**src/rtl/hazard_pkg.sv**
```systemverilog
// Shared types and encodings for the pipeline hazard controller.
package hazard_pkg;

   typedef enum logic [1:0] {
      FWD_RF  = 2'b00,
      FWD_WB  = 2'b01,
      FWD_MEM = 2'b10
   } fwd_sel_t;

   typedef enum logic {
      IDLE = 1'b0,
      BUSY = 1'b1
   } mc_state_t;

   localparam logic [1:0] RESULTSRC_LOAD = 2'b01;

endpackage

```
**src/rtl/hazard_controller_if.sv**
```systemverilog
// Pipeline <-> hazard controller signal bundle.
// With HAZARD_PERF_EN defined, the bundle also carries the 32-bit performance counters.
interface hazard_controller_if;
   logic [4:0] rs1D, rs2D, rs1E, rs2E;
   logic [4:0] rdE, rdM, rdW;
   logic       regwriteM, regwriteW;
   logic [1:0] resultsrcE;
   logic       pcsrcE, mcstartE, mcdoneE;
   logic [1:0] forwardAE, forwardBE;
   logic       stallF, stallD, stallE;
   logic       flushD, flushE;
   logic       mc_busy, mc_err;
`ifdef HAZARD_PERF_EN
   logic [31:0] perf_stall_cyc, perf_flush_cnt, perf_mc_cnt;

   modport master (
      output rs1D, rs2D, rs1E, rs2E, rdE, rdM, rdW, regwriteM, regwriteW,
             resultsrcE, pcsrcE, mcstartE, mcdoneE,
      input  forwardAE, forwardBE, stallF, stallD, stallE, flushD, flushE,
             mc_busy, mc_err, perf_stall_cyc, perf_flush_cnt, perf_mc_cnt
   );
   modport slave (
      input  rs1D, rs2D, rs1E, rs2E, rdE, rdM, rdW, regwriteM, regwriteW,
             resultsrcE, pcsrcE, mcstartE, mcdoneE,
      output forwardAE, forwardBE, stallF, stallD, stallE, flushD, flushE,
             mc_busy, mc_err, perf_stall_cyc, perf_flush_cnt, perf_mc_cnt
   );
`else
   modport master (
      output rs1D, rs2D, rs1E, rs2E, rdE, rdM, rdW, regwriteM, regwriteW,
             resultsrcE, pcsrcE, mcstartE, mcdoneE,
      input  forwardAE, forwardBE, stallF, stallD, stallE, flushD, flushE,
             mc_busy, mc_err
   );
   modport slave (
      input  rs1D, rs2D, rs1E, rs2E, rdE, rdM, rdW, regwriteM, regwriteW,
             resultsrcE, pcsrcE, mcstartE, mcdoneE,
      output forwardAE, forwardBE, stallF, stallD, stallE, flushD, flushE,
             mc_busy, mc_err
   );
`endif
endinterface

```
**src/rtl/hazard_controller_fwd_sel_unit.sv**
```systemverilog
// Operand forwarding select for one execute-stage source register.
module fwd_sel_unit
   import hazard_pkg::*;
(
   input  logic [4:0] i_rs,
   input  logic [4:0] i_rdM,
   input  logic [4:0] i_rdW,
   input  logic       i_regwriteM,
   input  logic       i_regwriteW,
   output fwd_sel_t   o_sel
);

   logic w_hit_mem, w_hit_wb;

   assign w_hit_mem = i_regwriteM && (i_rdM != 5'd0) && (i_rdM == i_rs);
   assign w_hit_wb  = i_regwriteW && (i_rdW != 5'd0) && (i_rdW == i_rs);

   // Memory stage holds the younger value, so it wins over writeback.
   always_comb begin
      o_sel = FWD_RF;
      if (w_hit_mem)
         o_sel = FWD_MEM;
      else if (w_hit_wb)
         o_sel = FWD_WB;
   end

endmodule

```
**src/rtl/hazard_controller.sv**
```systemverilog
// Hazard/sequencing controller: forwarding, load-use and redirect stalls/flushes,
// multi-cycle execute sequencer with watchdog. Optional macro: HAZARD_PERF_EN.
module hazard_controller
   import hazard_pkg::*;
#(
   parameter int MC_TIMEOUT = 64,
   parameter int CNT_W      = 7
)(
   input  logic                clk,
   input  logic                rst,
   hazard_controller_if.slave  hz
);

   localparam logic [CNT_W-1:0] CNT_LAST = CNT_W'(MC_TIMEOUT - 1);

   mc_state_t        r_state;
   logic [CNT_W-1:0] r_cnt;
   logic             r_mc_err;

   fwd_sel_t w_selA, w_selB;
   logic     w_lwstall, w_busy, w_mc_enter, w_mc_hold, w_timeout;
   logic     w_redirect, w_lw_eff;

   fwd_sel_unit u_fwdA (
      .i_rs(hz.rs1E), .i_rdM(hz.rdM), .i_rdW(hz.rdW),
      .i_regwriteM(hz.regwriteM), .i_regwriteW(hz.regwriteW), .o_sel(w_selA)
   );

   fwd_sel_unit u_fwdB (
      .i_rs(hz.rs2E), .i_rdM(hz.rdM), .i_rdW(hz.rdW),
      .i_regwriteM(hz.regwriteM), .i_regwriteW(hz.regwriteW), .o_sel(w_selB)
   );

   assign w_lwstall  = (hz.resultsrcE == RESULTSRC_LOAD) && (hz.rdE != 5'd0) &&
                       ((hz.rdE == hz.rs1D) || (hz.rdE == hz.rs2D));
   assign w_busy     = (r_state == BUSY);
   assign w_mc_enter = !w_busy && hz.mcstartE && !hz.mcdoneE;
   assign w_mc_hold  = w_mc_enter || (w_busy && !hz.mcdoneE);
   assign w_timeout  = w_busy && !hz.mcdoneE && (r_cnt == CNT_LAST);

   // A multi-cycle op in execute owns the front of the pipe; redirect beats load-use.
   assign w_redirect = !w_busy && !w_mc_enter && hz.pcsrcE;
   assign w_lw_eff   = !w_busy && !w_mc_enter && w_lwstall && !hz.pcsrcE;

   assign hz.forwardAE = rst ? w_selA : FWD_RF;
   assign hz.forwardBE = rst ? w_selB : FWD_RF;
   assign hz.stallF    = rst && (w_mc_hold || w_lw_eff);
   assign hz.stallD    = rst && (w_mc_hold || w_lw_eff);
   assign hz.stallE    = rst && w_mc_hold;
   assign hz.flushD    = rst && w_redirect;
   assign hz.flushE    = rst && (w_redirect || w_lw_eff);
   assign hz.mc_busy   = rst && w_busy;
   assign hz.mc_err    = rst && r_mc_err;

   always_ff @(posedge clk) begin
      if (!rst) begin
         r_state  <= IDLE;
         r_cnt    <= '0;
         r_mc_err <= 1'b0;
      end else begin
         case (r_state)
            IDLE: begin
               if (w_mc_enter) begin
                  r_state <= BUSY;
                  r_cnt   <= '0;
               end
            end
            BUSY: begin
               if (hz.mcdoneE) begin
                  r_state <= IDLE;
               end else if (w_timeout) begin
                  r_mc_err <= 1'b1;
                  r_state  <= IDLE;
               end else begin
                  r_cnt <= r_cnt + 1'b1;
               end
            end
            default: r_state <= IDLE;
         endcase
      end
   end

`ifdef HAZARD_PERF_EN
   logic [31:0] r_perf_stall, r_perf_flush, r_perf_mc;

   function automatic logic [31:0] sat_inc(input logic [31:0] v, input logic en);
      return (en && (v != 32'hFFFF_FFFF)) ? v + 32'd1 : v;
   endfunction

   always_ff @(posedge clk) begin
      if (!rst) begin
         r_perf_stall <= '0;
         r_perf_flush <= '0;
         r_perf_mc    <= '0;
      end else begin
         r_perf_stall <= sat_inc(r_perf_stall, hz.stallF);
         r_perf_flush <= sat_inc(r_perf_flush, w_redirect);
         r_perf_mc    <= sat_inc(r_perf_mc, w_mc_enter);
      end
   end

   assign hz.perf_stall_cyc = r_perf_stall;
   assign hz.perf_flush_cnt = r_perf_flush;
   assign hz.perf_mc_cnt    = r_perf_mc;
`endif

endmodule

```
**src/flat_wrapper.sv**
```systemverilog
// flat-port wrapper written by rule: the top's interface ports become plain ports
module hazard_controller_flat import hazard_pkg::*;
#(
   parameter int MC_TIMEOUT = 64,
   parameter int CNT_W      = 7
)
  (clk, rst, hz_rs1D, hz_rs2D, hz_rs1E, hz_rs2E, hz_rdE, hz_rdM, hz_rdW, hz_regwriteM, hz_regwriteW, hz_resultsrcE, hz_pcsrcE, hz_mcstartE, hz_mcdoneE, hz_forwardAE, hz_forwardBE, hz_stallF, hz_stallD, hz_stallE, hz_flushD, hz_flushE, hz_mc_busy, hz_mc_err);
  hazard_controller_if hz_i ();
  input  logic clk;
  input  logic rst;
  input wire logic [$bits(hz_i.rs1D)-1:0] hz_rs1D;
  input wire logic [$bits(hz_i.rs2D)-1:0] hz_rs2D;
  input wire logic [$bits(hz_i.rs1E)-1:0] hz_rs1E;
  input wire logic [$bits(hz_i.rs2E)-1:0] hz_rs2E;
  input wire logic [$bits(hz_i.rdE)-1:0] hz_rdE;
  input wire logic [$bits(hz_i.rdM)-1:0] hz_rdM;
  input wire logic [$bits(hz_i.rdW)-1:0] hz_rdW;
  input wire logic [$bits(hz_i.regwriteM)-1:0] hz_regwriteM;
  input wire logic [$bits(hz_i.regwriteW)-1:0] hz_regwriteW;
  input wire logic [$bits(hz_i.resultsrcE)-1:0] hz_resultsrcE;
  input wire logic [$bits(hz_i.pcsrcE)-1:0] hz_pcsrcE;
  input wire logic [$bits(hz_i.mcstartE)-1:0] hz_mcstartE;
  input wire logic [$bits(hz_i.mcdoneE)-1:0] hz_mcdoneE;
  output wire logic [$bits(hz_i.forwardAE)-1:0] hz_forwardAE;
  output wire logic [$bits(hz_i.forwardBE)-1:0] hz_forwardBE;
  output wire logic [$bits(hz_i.stallF)-1:0] hz_stallF;
  output wire logic [$bits(hz_i.stallD)-1:0] hz_stallD;
  output wire logic [$bits(hz_i.stallE)-1:0] hz_stallE;
  output wire logic [$bits(hz_i.flushD)-1:0] hz_flushD;
  output wire logic [$bits(hz_i.flushE)-1:0] hz_flushE;
  output wire logic [$bits(hz_i.mc_busy)-1:0] hz_mc_busy;
  output wire logic [$bits(hz_i.mc_err)-1:0] hz_mc_err;
  assign hz_i.rs1D = hz_rs1D;
  assign hz_i.rs2D = hz_rs2D;
  assign hz_i.rs1E = hz_rs1E;
  assign hz_i.rs2E = hz_rs2E;
  assign hz_i.rdE = hz_rdE;
  assign hz_i.rdM = hz_rdM;
  assign hz_i.rdW = hz_rdW;
  assign hz_i.regwriteM = hz_regwriteM;
  assign hz_i.regwriteW = hz_regwriteW;
  assign hz_i.resultsrcE = hz_resultsrcE;
  assign hz_i.pcsrcE = hz_pcsrcE;
  assign hz_i.mcstartE = hz_mcstartE;
  assign hz_i.mcdoneE = hz_mcdoneE;
  assign hz_forwardAE = hz_i.forwardAE;
  assign hz_forwardBE = hz_i.forwardBE;
  assign hz_stallF = hz_i.stallF;
  assign hz_stallD = hz_i.stallD;
  assign hz_stallE = hz_i.stallE;
  assign hz_flushD = hz_i.flushD;
  assign hz_flushE = hz_i.flushE;
  assign hz_mc_busy = hz_i.mc_busy;
  assign hz_mc_err = hz_i.mc_err;
  hazard_controller #(.MC_TIMEOUT(MC_TIMEOUT), .CNT_W(CNT_W)) u_core (.clk(clk), .rst(rst), .hz(hz_i));
endmodule
```
**config.mk**
```make
export PLATFORM = sky130hd
export DESIGN_NAME = hazard_controller_flat
export DESIGN_NICKNAME = d
export VERILOG_FILES = /design/src/rtl/hazard_pkg.sv /design/src/rtl/hazard_controller_if.sv /design/src/rtl/hazard_controller_fwd_sel_unit.sv /design/src/rtl/hazard_controller.sv /design/src/flat_wrapper.sv
export SDC_FILE = /design/constraint.sdc
export NUM_CORES = 1
export LEC_CHECK = 0
export ABC_AREA = 1
export BUFFER_PORTS_ARGS = -buffer_cell sky130_fd_sc_hd__buf_2
export CELL_PAD_IN_SITES_DETAIL_PLACEMENT = 1
export CELL_PAD_IN_SITES_GLOBAL_PLACEMENT = 1
export CORE_ASPECT_RATIO = 0.7
export CORE_MARGIN = 5
export CORE_UTILIZATION = 31
export CTS_BUF_LIST = sky130_fd_sc_hd__clkbuf_16
export DETAILED_ROUTE_END_ITERATION = 7
export PLACE_DENSITY_LB_ADDON = 0.1
export SYNTH_ARGS = -nofsm -noshare
export SYNTH_HDL_FRONTEND = slang
export SYNTH_SLANG_ARGS = --single-unit
```
**constraint.sdc**
```tcl
create_clock -name clk -period 1.85 [get_ports clk]
set_input_delay 0.0925 -clock clk [delete_from_list [all_inputs] [get_ports clk]]
set_output_delay 0.0925 -clock clk [all_outputs]
set_load 0.005 [all_outputs]
```
---- Word level (Yosys, flattened, before mapping) ----
Cells that the tools add are included.
storage, ports and cells
  register bits after elaboration ......... 9
  bits of input ports ..................... 44
  output and inout bits ................... 11
  word-level logic and storage cells ...... 66
cells by class
  add/sub/neg operators ................... 1
  eq/ne operators ......................... 11
  muxes and demuxes ....................... 14
  bitwise gates (word level) .............. 2
  reduce and logical (&&, ||, !) cells .... 35
operators with widths
  operator             number
  $eq 5x5->1           6
  $logic_and 1x1->1    22
  $mux 7               3
  $reduce_bool 5->1    3
  $pmux 7 s2           1
  $mux 2               4
  $add 7x1->7 const B  1
  $eq 7x6->1 const B   1
  $reduce_and 3->1     2
  $mux 1               5
  $logic_not 1->1      4
  $logic_or 1x1->1     4
  $ne 2x2->1 const B   2
  $eq 2x1->1 const B   1
  $ne 2x1->1 const B   1
  $not 1->1            2
  $pmux 1 s2           1

---- Depth between registers and ports, before layout ----
Gate-level depths: netlist of run 1.
  depth in word-level cells ............... 9
  mapped depth ............................ 9
  gate-level depth less buffers ........... 9

---- Hierarchy ----
A second synthesis of run 1 with hierarchy kept.
unflattened totals
  cells, all modules ...................... 245
  area total of the unflattened synthesis .. 1252.5 um^2
modules (own cells, without submodules)
  module             instances  cells each  area each (um^2)  seq. area each (um^2)
  hazard_controller  1          143         809.5             180.2
  fwd_sel_unit       2          51          221.5             0.0

---- Least setup slack after synthesis of run 1 ----
No wires, ideal clock.
  path type ............................... register to register
  from .................................... register u_core.r_cnt[0]
  to ...................................... register u_core.r_cnt[2]
  setup time .............................. 0.112 ns
  data arrival time ....................... 1.043 ns
  path slack .............................. 0.695 ns
  stages on the path, launching flop included .. 10
  path buffers ............................ 0
  clock period less this slack ............ 1.155 ns
  cells stage by stage .................... dfxtp_1 -> ha_1 -> nand2_1 -> clkinv_1 -> nand3_2 -> nand2_4 -> nand2_4 -> nor2_4 -> nand2_1 -> nand2_1
between the ends
  word-level cells in the longest chain between the ends .. 4
RTL lines
  element                                         line                                              text
  start, declared                                 hazard_controller.sv:17                           logic [CNT_W-1:0] r_cnt;
  start signal, assigned                          hazard_controller.sv:75                           r_cnt <= r_cnt + 1'b1;
  $add 7x1->7 or $eq 7x6->1 (tied branches)       hazard_controller.sv:75, hazard_controller.sv:39
  $mux 7 or $logic_and 1x1->1 (tied branches)     hazard_controller.sv:71, hazard_controller.sv:39
  $mux 7 or $ne 2x2->1 (tied branches)            --
  $pmux 7 s2 or $reduce_and 3->1 (tied branches)  --
Several ways; a longest one is shown, not always the timed one. The select of a mux whose other input is x is not followed.
A chain may end at the register's enable or synchronous reset.

---- Worst setup path in the final report of run 1 ----
  from .................................... register u_core.r_state
  to ...................................... output hz_stallD
between the ends
  word-level cells in the longest chain between the ends .. 9
RTL lines
  element                          line                                              text
  start, declared                  hazard_controller.sv:16                           mc_state_t r_state;
  start signal, assigned           hazard_controller.sv:57                           r_state <= IDLE;
  start signal, assigned           hazard_controller.sv:64                           r_state <= BUSY;
  start signal, assigned           hazard_controller.sv:70                           r_state <= IDLE;
  $logic_not 1->1                  hazard_controller.sv:37, hazard_controller.sv:43
  $logic_and 1x1->1 (2 in series)  hazard_controller.sv:37                           assign w_mc_enter = !w_busy && hz.mcstartE && !hz.mcdoneE;
  $logic_not 1->1                  hazard_controller.sv:43                           assign w_lw_eff = !w_busy && !w_mc_enter && w_lwstall && !hz.pcsrcE;
  $logic_and 1x1->1 (3 in series)  hazard_controller.sv:43
  $logic_or 1x1->1 (*)             hazard_controller.sv:48                           assign hz.stallD = rst && (w_mc_hold || w_lw_eff);
  $logic_and 1x1->1 (*)            hazard_controller.sv:48
  end, declared                    flat_wrapper.sv:27                                output wire logic [$bits(hz_i.stallD)-1:0] hz_stallD;
Mark *: on every way between the ends. The rest lies on a longest branch, timed or not.

==> results of run 1 <==
layer usage:
layer / GRT usage, % / share of wire (%) / wire [um] / vias to the layer above
met2: 24.8 / 41 / 1470 / 36
met5: 0 / 0 / 0 / -
met1: 21.4 / 51 / 1810 / 591
met4: 3.61 / 0.81 / 29 / 0
met3: 4.52 / 7.4 / 265 / 4
li1: - / - / - / 708
critical path: stages, from the launching register on:
cell	delay (ns)
sky130_fd_sc_hd__dfxtp_1	0.35
sky130_fd_sc_hd__inv_2	0.20
sky130_fd_sc_hd__nand4_1	0.13
sky130_fd_sc_hd__nor2_1	0.15
sky130_fd_sc_hd__nand3_1	0.09
sky130_fd_sc_hd__nand2_1	0.08
sky130_fd_sc_hd__buf_2	0.11
final cells by class:
cell class	instances	area share, %
multi-input combinational	148	52.3
sequential	9	11.9
clock buffer	3	4.97
tap	50	4.14
timing repair buffer	54	17.9
clock inverter	1	0.331
inverter	34	8.44
registers in the layout (all words and copies together) (netlist names):
| register | flops |
|---|---|
| u_core.r_cnt | 7 |
| u_core.r_state | 1 |
| u_core.r_mc_err | 1 |
placed cells by master (no fill, tap or decap), drive strengths merged:
cell type	synthesis	final
a21oi	7	7
buf	2	54
clkbuf	0	3
clkinv	1	2
dfxtp	9	9
ha	1	1
inv	33	33
nand2	61	61
nand3	19	19
nand4	3	3
nor2	25	25
nor3	3	3
nor3b	2	2
nor4	2	2
o21ai	6	6
or2	1	1
xnor2	18	18
worst paths after layout:
path / slack, ns / endpoint
max reg2reg: 0.53 / u_core.r_cnt[2]
min reg2reg: 0.49 / u_core.r_cnt[1]
min: 0.20 / u_core.r_cnt[0]
max: 0.42 / hz_stallD
report_power, final:
group,internal (mW),switching (mW)
sequential,0.197,0.00247
combinational,0.0968,0.118
clock,0.285,0.102
cell families after synthesis:
kind of cell               Yosys count
and+or+nand+nor                    116
buffers and inverters               36
xor gates and xnor gates            18
AOI/OAI and AO/OA                   13
DFF                                  9
adders and majority gates            1
stage by stage:
step           power [mW]  cells  util (%)  area, sq um  hold WS, ns
6_report            0.802    299      43.3         1510        0.200
3_3_place_gp        0.418    295      41.0         1430        0.430
2_1_floorplan       0.323    193         -         1110        0.278
5_1_grt             0.846    299      43.3         1510        0.217
4_1_cts             0.810    299      43.3         1510        0.198
3_5_place_dp        0.420    295      41.0         1430        0.440
==> impl_metrics.csv, run 1 <==
group,metric,value,unit
synth,post-synth-top-area-fraction,19.9,%
setup_path,worst_setup_path_startpoint,"u_core.r_state",
final_layout,layout-drive-gt1-share,27.7,%
synth,main_combinational_cell_family_by_area_after_synthesis,"simple AND/OR/NAND/NOR gates",
sta,unrepaired_setup_endpoints_after_global_routing,"false",
floorplanning,floorplan.die_area,4900,sq um
clock_tree,insertion_delay,0.24,ns
clock_tree,cts_sinks,9,
routing,final_antenna_net_count,0,
synth,synth_ff_type,"sky130_fd_sc_hd__dfxtp_1",
run_status,run_status,"completed",
placement,place.port_buffers,54,
routing,dr.first_iter.drc_count,36,
clock_tree,h-tree-depth,1,
setup_path,rr_startpoint,"u_core.r_cnt[1]",
floorplanning,num_rows,18,
synth,synth-simple-area-share,49.0,%
final_layout,layout.nets,295,
setup_path,timing.reg2reg.worst_path_depth,9,
floorplanning,core-area,3490,sq um
clock_tree,cts_hold_buf,0,
grt,grt_first_pass_wirelength,5950,um
synth,synth-compound-area-share,6.87,%
grt,number_of_global_route_vias_before_repair,1366,
setup_path,crit_required,1.76,ns
sta,max_freq,698,MHz
min_path,holdCritPathClass,"input pin to flop",
synth,async_reset_ff_share,0,%
floorplanning,chip_height,60.1,um
clock_tree,cts.repair.resized,0,
min_path,hold_path_depth,3,
setup_path,worst-endpoint-arrival,1.34,ns
synth,synth_edf_count,0,
routing,number_of_vias_after_detailed_routing,1339,
floorplanning,floorplan.io_pins,55,
synth,yosys-mux-area-fraction,0,%
grt,grt_use_total,15.8,%
routing,drtPass1Iterations,4,
sta,finalCriticalPeriod,1.43,ns
synth,synthXorXnorAreaFrac,14.2,%
final_layout,multi_input_comb_area,791,sq um
clock_tree,cts_buffer_depth,2,
synth,netlist_area,1110,sq um
synth,synth_area_leader_cell,"sky130_fd_sc_hd__nand2_1",
final_layout,final-seq-area,180,sq um
floorplanning,initial_core_util,31.8,%
synth,average_instance_area_after_synthesis,5.76,sq um
synth,yosysWarningCount,0,
sta,fin_crit_sh,77.5,%
synth,synth_cells,193,
final_layout,fillCellCount,506,
grt,global_route.overflow_total,0,
sta,slew_viol_final,0,
pwr,p_leak,0.841,nW
clock_tree,clkTransAtPathRegs,0.04,ns
synth,synth_fa_ha_area_share,1.13,%
clock_tree,cts_tree,"done",
sta,final_setup_slack_of_the_worst_path,0.417,ns
floorplanning,die_width,81.6,um
final_layout,synth_to_layout_area_growth,36.0,%
placement,routabilityCongestion,0.840,
synth,synth_seq_cells,9,
grt,antenna_violations_before_repair,0,
setup_path,critical_path_class,"flop to output pin",
synth,synth_top_cells_by_area,"sky130_fd_sc_hd__nand2_1 20%, sky130_fd_sc_hd__dfxtp_1 16%, sky130_fd_sc_hd__xnor2_1 14%",
synth,yosys-top-cells-count,"59 x sky130_fd_sc_hd__nand2_1, 31 x sky130_fd_sc_hd__inv_1, 22 x sky130_fd_sc_hd__nor2_1",
job,max_capacitance_violation_count,0,
pwr,power.ir.vdd_worst,0.305,mV
setup_path,setup.worst_path.start_class,"flop",
routing,via_per_inst,4.48,
routing,drt-wirelength-per-cell,11.9,um
sta,setup_skew,0.00289,ns
sta,finalSetupViolations,0,
min_path,min-delay-start,"rst",
synth,ys_types,25,
clock_tree,clock-root-buffer,"sky130_fd_sc_hd__clkbuf_16",
final_layout,num_antenna_cells,0,
setup_path,cp_max_fo,7,
routing,drt_wirelength,3570,um
placement,post-place-ws,0.553,ns
synth,synth.net_count,238,
clock_tree,numCtsBuffers,3,
sta,totalNegativeSetupSlack,0,ns
clock_tree,post_cts_repair_timing_setup_buffer_count,0,
sta,timing_hold_violations_final,0,
grt,grt_max_degree,11,
pwr,power-per-cell-area,530,nW/um^2
placement,dp_wirelength,3140,um
sta,max_slew.worst_pin.slew,0.363,ns
setup_path,crit_path_end_kind,"output pin",
sta,maxSlewHeadroom,75.8,%
routing,drt_drc_violations_left,0,
synth,sequential_element_share_of_the_synthesized_area,16.2,%
synth,yosysMostFrequentCell,"sky130_fd_sc_hd__nand2_1",
Note: power is estimated with default switching activity, not from simulation.
==> inputs of run 2 (changes only) <==
--- a/config.mk
+++ b/config.mk
@@ -11,7 +11,7 @@
 export CELL_PAD_IN_SITES_GLOBAL_PLACEMENT = 1
 export CORE_ASPECT_RATIO = 0.7
 export CORE_MARGIN = 5
-export CORE_UTILIZATION = 31
+export CORE_UTILIZATION = 29
 export CTS_BUF_LIST = sky130_fd_sc_hd__clkbuf_16
 export DETAILED_ROUTE_END_ITERATION = 7
 export PLACE_DENSITY_LB_ADDON = 0.1
==> constraint.sdc (replaced) <==
create_clock -name clk -period 1.47 [get_ports clk]
set_input_delay 0.0735 -clock clk [delete_from_list [all_inputs] [get_ports clk]]
set_output_delay 0.0735 -clock clk [all_outputs]
set_load 0.005 [all_outputs]
==> impl_metrics.csv, run 2 (synthesis gave the netlist of run 1 again) <==
group,metric,value,unit
grt,number_of_global_route_vias_before_repair,1299,
routing,number_of_vias_after_detailed_routing,1286,
final_layout,largest_reg_flops,7,
routing,met2WireLength,1310,um
job,max_capacitance_violation_count,0,
routing,drtPass1Iterations,4,
routing,drt_drc_violations_left,0,
routing,detailroute.wirelength.met3,270,um
clock_tree,cts_buffer_depth,2,
floorplanning,num_rows,18,
final_layout,largestRegisters,"u_core.r_cnt (7), u_core.r_mc_err (1), u_core.r_state (1)",
grt,grt_max_degree,11,
final_layout,final_common_cell,"sky130_fd_sc_hd__nand2_1",
floorplanning,chip_height,61.8,um
setup_path,crit_path_end_kind,"output pin",
sta,timing.hold.ws,0.181,ns
pwr,power-per-cell-area,658,nW/um^2
sta,totalNegativeSetupSlack,0,ns
routing,drt-wirelength-per-cell,11.5,um
placement,dp_wirelength,3080,um
clock_tree,clkTransAtPathRegs,0.04,ns
setup_path,setup.worst_path.start_class,"flop",
final_layout,registers.top_by_ff_count,"u_core.r_cnt",
grt,grt_use_total,14.1,%
sta,slew_viol_final,0,
grt,global_route.overflow_total,0,
grt,grt_first_pass_wirelength,5930,um
clock_tree,clock-root-buffer,"sky130_fd_sc_hd__clkbuf_16",
grt,antenna_violations_before_repair,0,
routing,drt_wirelength,3440,um
placement,routabilityCongestion,0.756,
floorplanning,core-area,3600,sq um
routing,via_per_inst,4.29,
sta,finalSetupViolations,0,
final_layout,num_antenna_cells,0,
clock_tree,numCtsBuffers,3,
routing,dr.first_iter.drc_count,25,
clock_tree,cts_sinks,9,
clock_tree,insertion_delay,0.23,ns
final_layout,layout-drive-gt1-share,28.0,%
sta,max_freq,751,MHz
routing,wl_met1,1850,um
setup_path,worst-endpoint-arrival,1.26,ns
setup_path,crit_required,1.40,ns
final_layout,synth_to_layout_area_growth,36.9,%
routing,final_antenna_net_count,0,
routing,route.top_layer_used,"met3",
clock_tree,post_cts_repair_timing_setup_buffer_count,0,
min_path,holdCritPathClass,"input pin to flop",
sta,timing_hold_violations_final,0,
clock_tree,cts_hold_buf,0,
sta,unrepaired_setup_endpoints_after_global_routing,"false",
clock_tree,h-tree-depth,1,
final_layout,layout.nets,296,
sta,fin_crit_sh,90.5,%
pwr,power.ir.vdd_worst,0.487,mV
floorplanning,floorplan.io_pins,55,
floorplanning,floorplan.die_area,5190,sq um
sta,setup_skew,0.000807,ns
final_layout,commonest_cells_after_routing_fill_and_taps_aside,"59 x sky130_fd_sc_hd__nand2_1, 54 x sky130_fd_sc_hd__buf_2, 32 x sky130_fd_sc_hd__inv_1",
floorplanning,die_width,84.0,um
sta,finalCriticalPeriod,1.33,ns
sta,max_slew.worst_pin.slew,0.258,ns
sta,maxSlewHeadroom,82.6,%
floorplanning,initial_core_util,30.8,%
pwr,p_leak,0.849,nW
setup_path,cp_max_fo,7,
final_layout,final_util,42.2,%
placement,place.port_buffers,54,
run_status,run_status,"completed",
setup_path,critical_path_class,"flop to output pin",
clock_tree,cts_tree,"done",
run 2: metrics by stage:
| stage | power [mW] | setup slack, ns | instance area [sq um] | cells |
|---|---|---|---|---|
| after global routing | 1.06 | 0.0309 | 1520 | 300 |
| after detailed placement | 0.532 | 0.204 | 1440 | 296 |
| after CTS | 1.01 | 0.00726 | 1520 | 300 |
| after global placement | 0.530 | 0.244 | 1440 | 296 |
| after floorplan | 0.407 | 0.315 | 1110 | 193 |
| final | 1.00 | 0.139 | 1520 | 300 |
run 2: critical path: stages, from the launching register on:
cell	delay [ns]
sky130_fd_sc_hd__dfxtp_2	0.35
sky130_fd_sc_hd__inv_4	0.14
sky130_fd_sc_hd__nand4_1	0.11
sky130_fd_sc_hd__nor2_1	0.15
sky130_fd_sc_hd__nand3_1	0.09
sky130_fd_sc_hd__nand2_1	0.08
sky130_fd_sc_hd__buf_2	0.11
run 2: layout make-up:
cell class | instances | area [sq um]
Tap cell | 50 | 62.6
Clock inverter | 1 | 3.75
Multi-Input combinational cell | 148 | 791
Timing Repair Buffer | 55 | 278
Fill cell | 530 | 2080
Clock buffer | 3 | 75.1
Inverter | 34 | 130
Sequential cell | 9 | 181
run 2: repair_timing:
action	CTS	global route
resized for setup	0	2
endpoints found under the setup margin	0	3
hold endpoints to repair	0	0
run 2: final timing paths:
| check | start | end | slack [ns] | cells after the start |
|---|---|---|---|---|
| worst max-delay path | u_core.r_state | hz_stallD | 0.14 | 6 |
| worst min-delay path | rst | u_core.r_cnt[0] | 0.18 | 3 |
| worst max register to register | u_core.r_cnt[0] | u_core.r_cnt[4] | 0.18 | 8 |
| worst min register to register | u_core.r_mc_err | u_core.r_mc_err | 0.45 | 2 |
run 2: report_power, final:
| group | switching [mW] | internal, mW | leakage, nW |
|---|---|---|---|
| Clock | 0.120 | 0.356 | 0.0423 |
| Combinational | 0.150 | 0.124 | 0.733 |
| Sequential | 0.00380 | 0.248 | 0.0731 |
run 2: metal layers:
layer / up-vias / global-route usage (%)
met5: - / 0
met4: 0 / 0.688
met3: 0 / 5.27
met2: 37 / 22.1
met1: 538 / 19.6
li1: 711 / -
